`src/rtl/vec_pkg.sv`:
```
// Shared encodings for the vector datapath controller: op codes, register
// indices, register-file write sources and the sequencer state type.
package vec_pkg;

  localparam logic [1:0] OP_LOAD  = 2'b00;
  localparam logic [1:0] OP_STORE = 2'b01;
  localparam logic [1:0] OP_SUM   = 2'b10;
  localparam logic [1:0] OP_PROD  = 2'b11;

  localparam logic [1:0] REG_A1 = 2'b00;
  localparam logic [1:0] REG_A2 = 2'b01;
  localparam logic [1:0] REG_A3 = 2'b10;
  localparam logic [1:0] REG_A4 = 2'b11;

  localparam logic [1:0] SRC_MEM    = 2'b00;
  localparam logic [1:0] SRC_ALU_LO = 2'b01;
  localparam logic [1:0] SRC_ALU_HI = 2'b10;

  typedef enum logic [3:0] {
    S_IDLE, S_RD_REQ, S_RD_WAIT, S_WR, S_ALU_GO, S_ALU_WAIT, S_WB_LO, S_WB_HI, S_DONE
  } state_e;

endpackage

```
`src/rtl/vec_op_timeout.sv`:
```
// Wait-cycle counter shared by the memory-read and ALU wait states.
module vec_op_timeout #(
  parameter int TIMEOUT = 16,
  parameter int TO_W    = 5
) (
  input  logic clk,
  input  logic rst_n,
  input  logic clr_i,
  input  logic en_i,
  output logic expired_o
);

  logic [TO_W-1:0] cnt_q;

  // Flags the waiting cycle in which the count reaches TIMEOUT, so the
  // caller can still let a same-cycle strobe win over the abort.
  assign expired_o = en_i && (cnt_q == TO_W'(TIMEOUT - 1));

  always_ff @(posedge clk or negedge rst_n) begin
    if (!rst_n)                  cnt_q <= '0;
    else if (clr_i)              cnt_q <= '0;
    else if (en_i && !expired_o) cnt_q <= cnt_q + TO_W'(1);
  end

endmodule

```
`src/rtl/vec_op_controller.sv`:
```
// Command sequencer for the 512-bit vector datapath: turns Load/Store/Sum/
// Product commands into memory, register-file and ALU control strobes.
module vec_op_controller
  import vec_pkg::*;
#(
  parameter int ADDR_W  = 9,
  parameter int TIMEOUT = 16,
  parameter int TO_W    = 5
) (
  input  logic              clk,
  input  logic              reset,
  input  logic              cmd_valid,
  output logic              cmd_ready,
  input  logic [1:0]        cmd_op,
  input  logic [ADDR_W-1:0] cmd_addr,
  input  logic [1:0]        cmd_reg,
  output logic              mem_en,
  output logic              mem_we,
  output logic [ADDR_W-1:0] mem_addr,
  input  logic              mem_rvalid,
  output logic              rf_we,
  output logic [1:0]        rf_wsel,
  output logic [1:0]        rf_rsel,
  output logic [1:0]        rf_src,
  output logic              alu_start,
  output logic              alu_op,
  input  logic              alu_done,
  output logic              busy,
  output logic              done,
  output logic              err
);

  state_e            state_q;
  logic [1:0]        op_q;
  logic [ADDR_W-1:0] addr_q;
  logic [1:0]        reg_q;
  logic              err_q;
  logic              to_clr, to_en, to_expired;

  assign to_clr = (state_q == S_RD_REQ) || (state_q == S_ALU_GO);
  assign to_en  = (state_q == S_RD_WAIT) || (state_q == S_ALU_WAIT);

  vec_op_timeout #(.TIMEOUT(TIMEOUT), .TO_W(TO_W)) u_timeout (
    .clk       (clk),
    .rst_n     (reset),
    .clr_i     (to_clr),
    .en_i      (to_en),
    .expired_o (to_expired)
  );

  always_ff @(posedge clk or negedge reset) begin
    if (!reset) begin
      state_q <= S_IDLE;
      op_q    <= OP_LOAD;
      addr_q  <= '0;
      reg_q   <= REG_A1;
      err_q   <= 1'b0;
    end else begin
      case (state_q)
        S_IDLE: if (cmd_valid) begin
          op_q   <= cmd_op;
          addr_q <= cmd_addr;
          reg_q  <= cmd_reg;
          err_q  <= 1'b0;
          case (cmd_op)
            OP_LOAD:  state_q <= S_RD_REQ;
            OP_STORE: state_q <= S_WR;
            default:  state_q <= S_ALU_GO;
          endcase
        end
        S_RD_REQ:  state_q <= S_RD_WAIT;
        S_RD_WAIT: begin
          if (mem_rvalid) state_q <= S_DONE;
          else if (to_expired) begin
            err_q   <= 1'b1;
            state_q <= S_DONE;
          end
        end
        S_WR:       state_q <= S_DONE;
        S_ALU_GO:   state_q <= S_ALU_WAIT;
        S_ALU_WAIT: begin
          if (alu_done) state_q <= S_WB_LO;
          else if (to_expired) begin
            err_q   <= 1'b1;
            state_q <= S_DONE;
          end
        end
        S_WB_LO: state_q <= S_WB_HI;
        S_WB_HI: state_q <= S_DONE;
        S_DONE:  state_q <= S_IDLE;
        default: state_q <= S_IDLE;
      endcase
    end
  end

  // Strobes decode straight from the state register so an async reset
  // drops them at once; only the load capture follows mem_rvalid live.
  always_comb begin
    cmd_ready = (state_q == S_IDLE);
    busy      = (state_q != S_IDLE);
    mem_en    = 1'b0;
    mem_we    = 1'b0;
    mem_addr  = addr_q;
    rf_we     = 1'b0;
    rf_wsel   = REG_A1;
    rf_rsel   = REG_A1;
    rf_src    = SRC_MEM;
    alu_start = 1'b0;
    alu_op    = 1'b0;
    done      = 1'b0;
    err       = 1'b0;
    case (state_q)
      S_RD_REQ:  mem_en = 1'b1;
      S_RD_WAIT: if (mem_rvalid) begin
        rf_we   = 1'b1;
        rf_wsel = reg_q;
        rf_src  = SRC_MEM;
      end
      S_WR: begin
        mem_en  = 1'b1;
        mem_we  = 1'b1;
        rf_rsel = reg_q;
      end
      S_ALU_GO: begin
        alu_start = 1'b1;
        alu_op    = (op_q == OP_PROD);
      end
      S_ALU_WAIT: alu_op = (op_q == OP_PROD);
      S_WB_LO: begin
        rf_we   = 1'b1;
        rf_wsel = REG_A3;
        rf_src  = SRC_ALU_LO;
        alu_op  = (op_q == OP_PROD);
      end
      S_WB_HI: begin
        rf_we   = 1'b1;
        rf_wsel = REG_A4;
        rf_src  = SRC_ALU_HI;
        alu_op  = (op_q == OP_PROD);
      end
      S_DONE: begin
        done = 1'b1;
        err  = err_q;
      end
      default: ;
    endcase
  end

endmodule

```
`config.mk`:
```
export PLATFORM = sky130hd
export DESIGN_NAME = vec_op_controller
export DESIGN_NICKNAME = d
export VERILOG_FILES = /design/src/rtl/vec_pkg.sv /design/src/rtl/vec_op_timeout.sv /design/src/rtl/vec_op_controller.sv
export SDC_FILE = /design/constraint.sdc
export NUM_CORES = 1
export LEC_CHECK = 0
export BUFFER_PORTS_ARGS = -buffer_cell sky130_fd_sc_hd__buf_4
export CELL_PAD_IN_SITES_DETAIL_PLACEMENT = 0
export CELL_PAD_IN_SITES_GLOBAL_PLACEMENT = 1
export CORE_UTILIZATION = 40
export CTS_CLUSTER_DIAMETER = 30
export DETAILED_ROUTE_END_ITERATION = 16
export GPL_TIMING_DRIVEN = 0
export PLACE_DENSITY_LB_ADDON = 0.1
export SETUP_SLACK_MARGIN = 0.2
export SLEW_MARGIN = 25
export SYNTH_ARGS = -nofsm -noshare
export SYNTH_HDL_FRONTEND = slang
export SYNTH_HIERARCHICAL = 1
export SYNTH_SLANG_ARGS = --single-unit
```
`constraint.sdc`:
```
create_clock -name clk -period 6 [get_ports clk]
set_clock_uncertainty 0.15 [all_clocks]
set_input_delay 0.3 -clock clk [delete_from_list [all_inputs] [get_ports clk]]
set_output_delay 0.3 -clock clk [all_outputs]
set_load 0.005 [all_outputs]
```
==> results of run 1 <==
logic make-up (layout without fill, tap and decap cells):
kind of cell,after synthesis,in the layout,synth area share
and+or+nand+nor,46,46,0.224
DFF,23,23,0.454
AOI/OAI and AO/OA,16,16,0.0789
muxes,15,15,0.162
buffers and inverters,11,57,0.0414
xor gates and xnor gates,3,3,0.0207
adders and majority gates,2,2,0.0197
registers in the layout, indices dropped and copies added, names as in the netlist:
name / flops
err_q: 1
mem_addr: 9
op_q: 2
reg_q: 2
state_q: 4
u_timeout/cnt_q: 5
worst min-delay path by stage:
stage / endpoint / startpoint / slack, ps
after detailed placement: state_q[0] / reset / 60
final: mem_addr[6] / cmd_addr[6] / 60
after global placement: state_q[0] / reset / 60
after CTS: mem_addr[6] / cmd_addr[6] / 50
after floorplan: err_q / reset / -150
after global routing: mem_addr[7] / cmd_addr[7] / 40
final cells by class:
cell class / instances / area [sq um] / area share
buffer: 5 / 30.0 / 0.0180
inverter: 6 / 22.5 / 0.0135
multi-input combinational: 82 / 641 / 0.384
tap: 44 / 55.1 / 0.0330
timing repair buffer: 42 / 318 / 0.191
clock buffer: 4 / 26.3 / 0.0158
sequential: 23 / 576 / 0.345
routing by layer:
layer  vias up  share of wire
met5         -              0
met4         0         0.0067
met3         2          0.027
met2        20           0.51
met1       497           0.46
li1        496              -
per-stage QoR:
step                      std cells  hold WS [ps]  power (uW)  instance area (sq um)   util
after global placement          201          58.9         686                   1630  0.539
after global routing            206          37.9         832                   1670  0.551
final                           206          58.6         768                   1670  0.551
after CTS                       206          49.6         775                   1670  0.551
after floorplan                 116          -146         535                   1270      -
after detailed placement        201          60.7         701                   1630  0.539
Yosys cell counts (all sizes together), types with 3 or more instances:
| library cell | instances | area share |
|---|---|---|
| nand2 | 3 | 0.011 |
| nor2b | 5 | 0.031 |
| buf | 4 | 0.021 |
| and3 | 5 | 0.025 |
| o21ai | 3 | 0.012 |
| nor3 | 8 | 0.032 |
| dfrtp | 23 | 0.45 |
| mux2 | 14 | 0.15 |
| inv | 6 | 0.018 |
| a21oi | 5 | 0.020 |
| and2 | 5 | 0.025 |
| a31oi | 3 | 0.015 |
| nor2 | 11 | 0.033 |
layout by cell type, fill, tap and decap left out, types with 3 or more instances in the layout:
cell / instances
a21oi_1: 5
a31oi_1: 3
and2_1: 5
and3_1: 5
buf_2: 3
buf_4: 41
clkbuf_4: 3
dfrtp_1: 23
inv_1: 6
mux2_2: 4
mux2_4: 10
nor2_1: 11
nor2b_1: 4
nor3_1: 8
o21ai_0: 3
power by group:
| group | internal (uW) | switching [uW] |
|---|---|---|
| Sequential | 222 | 55.1 |
| Clock | 25.9 | 48.1 |
| Combinational | 236 | 181 |
==> run metrics, run 1 <==
status=complete, no violations; critical path required time=roughly 6100 ps; RSZ-0062 raised after global routing=no; DR iter-0 viols=16; library cells used by synthesis=35; Reg2Reg Depth=7; Avg WL per Cell=13.8 um; maximum vdd drop=approximately 0.20 mV; post-synthesis sequential area ratio=0.454; Seq cells post-synth=23; Worst Setup Path Type=flop to flop; reg-to-reg endpoint=state_q[1]; n_diodes=0; setup TNS=0 ps; die width=around 58 um; cts hold-fix bufs=1; Num CTS Buffers=3; CP Max Fanout=4; Die ar.=3400 sq um; post-CTS setup buffers=0; Crit path depth=7; Final Hold Viols=0; met3 usage=0.0198; row count=20; drt pass-1 iters=4; grt met1 use=0.240; Cells after Synth=116; CTS H-tree depth=1; Pwr Density=460 nW/um^2; gpl congestion=0.722; IO buf count=41; M2 GR Usage=0.323; hold path depth=2; Pins Over Slew Limit=0; Synth Net Count=about 140; core area=about 3000 sq um; asr flop ratio synth=1.00; Buf+Inv Stages, Crit Path=0; Synth Area per Inst=around 11 sq um; vias in the first global route=between 1k and 1.5k; worst setup path start=u_timeout/cnt_q[0]; endpoint class of the critical path=flop; Top FF cell, synth=dfrtp_1; Lkg Pwr=roughly 0.00084 uW; largest net degree at the start of global routing=24; Vias per Instance=between 4 and 5; CP top delay family=simple AND/OR/NAND/NOR gates; worst slew pin tran=roughly 700 ps; Critical-path top delay cell=or3b_2; drt drc=0; slowest stage delay, CP=roughly 470 ps; initial antenna violation count=0; Layout area overhead=31.5%; most used routing layer=met2; type of origin of the critical path=flop; HP Class=input pin to flop; CTS tree=yes; final worst setup slack=between 3000 and 4000 ps; Ys Warns=6; final setup violation count=0; CTS-repair resized insts=0; Final period util=0.380; Filler cells=about 280; Tot GR Track Use=0.186; routed wire length=around 2900 um; Post-synth EDFFs=0; first-pass GRT wire length=4750 um; Cell Chain, Critical Path=ha_1 -> and3_1 -> ha_1 -> and2_1 -> or3b_2 -> a31oi_1 -> and3_1; Placement Setup Slack=roughly 3700 ps; post-DP HPWL=around 2200 um; Worst-path clk slew=between 100 and 150 ps; Antenna Nets Post-Route=0; mapped cell area=about 1300 sq um; crit path to=state_q[1]; Worst EP arrival=around 2400 ps; max cap viols=0; Tmin final=2280 ps; initial core utilization=0.419; via count=between 1k and 1.5k; GRT overflow=0; r2r setup slk=3720 ps; Slew Limit Headroom=0.521; # IOs=42; CTS root buf=clkbuf_4; clk sinks=23; fin nets=183; share of cells above drive strength 1=0.426; fmax=~440 MHz; worst skew pair latency=just over 300 ps; Die Y=between 50 and 60 um; clock tree buffer depth=2; reg2reg start=u_timeout/cnt_q[0]
No activity file was read; power rests on OpenSTA's default activity.
==> run 2: changes to the inputs <==
Settings changed: CORE_UTILIZATION 40 to 34.
Clock period 6 ns to 1.9 ns, I/O delays scaled along.
==> run 2 against run 1 <==
  * Setup slack lost 3700 ps
  * Hold slack lost 38 ps
  * Cell area grew 38%
  * Wire length grew 34%
  * Flip-flop and latch count is the same
  * Cell count grew 21%
  * Combinational power grew to 5.3 times the previous value
  * Sequential power grew to 3.2 times the previous value
  * Critical path type unchanged
  * Critical endpoint unchanged
  * Largest power group unchanged
  * Highest routed layer unchanged
==> run metrics, run 2 (synthesis results as in run 1) <==
status=complete, no violations; Filler cells=267 (-3.3%); worst skew pair latency=260 ps (-50 ps); CP Max Fanout=5 (+1); largest net degree at the start of global routing=24 (unchanged); final setup violation count=0 (unchanged); Die Y=63.1 um (+8.2%); GRT overflow=0 (unchanged); most frequent cells in the layout=buf_4 (57), dfrtp_1 (19), buf_6 (16), mux2_4 (14), dlygate4sd3_1 (14); Slew Limit Headroom=0.720 (+0.199); CTS root buf=clkbuf_8; drt pass-1 iters=4 (unchanged); die width=63.1 um (+8.2%); via count=1217 (+20%); DR iter-0 viols=40 (+24); initial antenna violation count=0 (unchanged); Reg2Reg Depth=8 (+1); CTS H-tree depth=1 (unchanged); r2r setup slk=2 ps (-3720 ps); fmax=527 MHz (+20%); Comb power frac=0.650 (+0.107); maximum vdd drop=0.692 mV (+240%); endpoint class of the critical path=flop; setup TNS=0 ps (unchanged); worst slew pin tran=418 ps (-295 ps); max cap viols=0 (unchanged); reg2reg start=state_q[0]; hold path depth=3 (+1); core area=3440 sq um (+14%); CTS tree=yes; post-DP HPWL=2190 um (-0.14%); Worst Setup Path Type=flop to flop; Tot GR Track Use=0.186 (about the same); Flop pwr share=0.262 (-0.098); type of origin of the critical path=flop; HP Class=input pin to flop; FF+latch area=581 sq um (+0.87%); clk sinks=23 (unchanged); row count=21 (+5.0%); Tmin final=1900 ps (-381 ps); vias in the first global route=1278 (+23%); Worst EP arrival=1950 ps (-440 ps); Vias per Instance=4.87 (-1.2%); Final Hold Viols=0 (unchanged); Worst-path clk slew=80 ps (-50 ps); Worst Hold Path EP=state_q[3]; multi-input gate area in the final layout=801 sq um (+25%); Net Sw Frac=0.352 (-0.0185); critical path required time=1950 ps (-4160 ps); routed wire length=3820 um (+34%); Num CTS Buffers=3 (unchanged); Pwr Density=1470 nW/um^2 (+220%); RSZ-0062 raised after global routing=yes; total power=3390 uW (+340%); max FFs per register=9 (unchanged); # IOs=42 (unchanged); Lkg Pwr=0.00113 uW (+34%); first-pass GRT wire length=5720 um (+20%); Final period util=0.999 (+0.619); IO buf count=41 (unchanged); n_diodes=0 (unchanged); cell internal pwr=2200 uW (+350%); reg-to-reg endpoint=state_q[1]; drt drc=0 (unchanged); Pins Over Slew Limit=0 (unchanged); min-delay src=mem_rvalid; clock tree buffer depth=2 (unchanged); Clk network pwr share=0.089 (-0.007); Avg WL per Cell=15.3 um (+10%); fin nets=225 (+23%); share of cells above drive strength 1=0.637 (+0.211); NetSw=1190 uW (+320%); Antenna Nets Post-Route=0 (unchanged); Die ar.=3980 sq um (+17%); Layout area overhead=81.3%; post-layout util=0.668 (+0.117); most common cell after layout, fill and taps aside=buf_4; gpl congestion=0.773 (+7.1%); initial core utilization=0.369 (-0.0504)
[run 2: cell count changes in the layout (fill, tap and decap cells not counted), moves of 4 or more]
cell / before / now
buf_4: 41 / 57
buf_6: 1 / 16
dfrtp_1: 23 / 19
dfrtp_2: 0 / 4
dlygate4sd3_1: 1 / 14
mux2_2: 4 / 0
mux2_4: 10 / 14
nor3_1: 8 / 3
nor3_2: 0 / 5
[run 2: what timing repair did]
action                                  4_1_cts  5_1_grt
hold endpoints to repair                     36        0
setup buffers                                19        9
resized for setup                            23       34
endpoints found under the setup margin       29       34
pin swaps                                    15       11
hold buffers                                 14        0
gates cloned                                  0        1
[run 2: layout make-up]
| type | instances | share of cell area |
|---|---|---|
| plain buffers | 5 | 0.0283 |
| clock buffers | 4 | 0.0196 |
| inverters | 6 | 0.00979 |
| multi-input cells | 82 | 0.348 |
| flip-flops and latches | 23 | 0.252 |
| well taps | 46 | 0.0250 |
| repair buffers | 84 | 0.317 |
[run 2: how the worst max path moves through the flow]
stage | cells past startpoint | slack (ps) | from | endpoint
after global placement | 6 | -140 | state_q[3] | state_q[1]
after floorplan | 7 | -1 | u_timeout/cnt_q[0] | state_q[1]
final | 8 | 2 | state_q[0] | state_q[1]
after CTS | 7 | -10 | u_timeout/cnt_q[0] | state_q[1]
after detailed placement | 6 | -160 | state_q[3] | state_q[1]
after global routing | 7 | -50 | u_timeout/cnt_q[1] | state_q[1]
[run 2: power groups by stage]
stage                     registers, uW  clock network (uW)  logic (uW)
after floorplan                     861                   0         875
after detailed placement            885                   0        1370
after global placement              881                   0        1350
final                               886                 301        2200
after CTS                           853                 312        1800
after global routing                912                 337        2360
[run 2: through the flow]
stage	std cells	hold slack, ps	worst slack [ps]	area (sq um)
after global routing	250	47.5	-52.0	2300
after floorplan	116	-351	-1.21	1310
after CTS	240	4.04	-13.9	2090
final	250	20.8	1.56	2300
after global placement	203	-139	-142	1680
after detailed placement	203	-141	-160	1680
[run 2: metal layers]
metal  GRT usage  share of wire  up-vias
li1            -              -      576
met1       0.225           0.41      597
met2       0.341           0.54       40
met3      0.0272          0.044        4
met4      0.0436         0.0079        0
met5           0              0        -
[run 2: worst max-delay path: stages (launching register included)]
cell and delay, ps:
dfrtp_2 440, buf_6 150, nand2_4 60, nor2_2 40, o21ba_4 190, and2_4 160, or3b_4 350, a31oi_1 150
and3_1 150
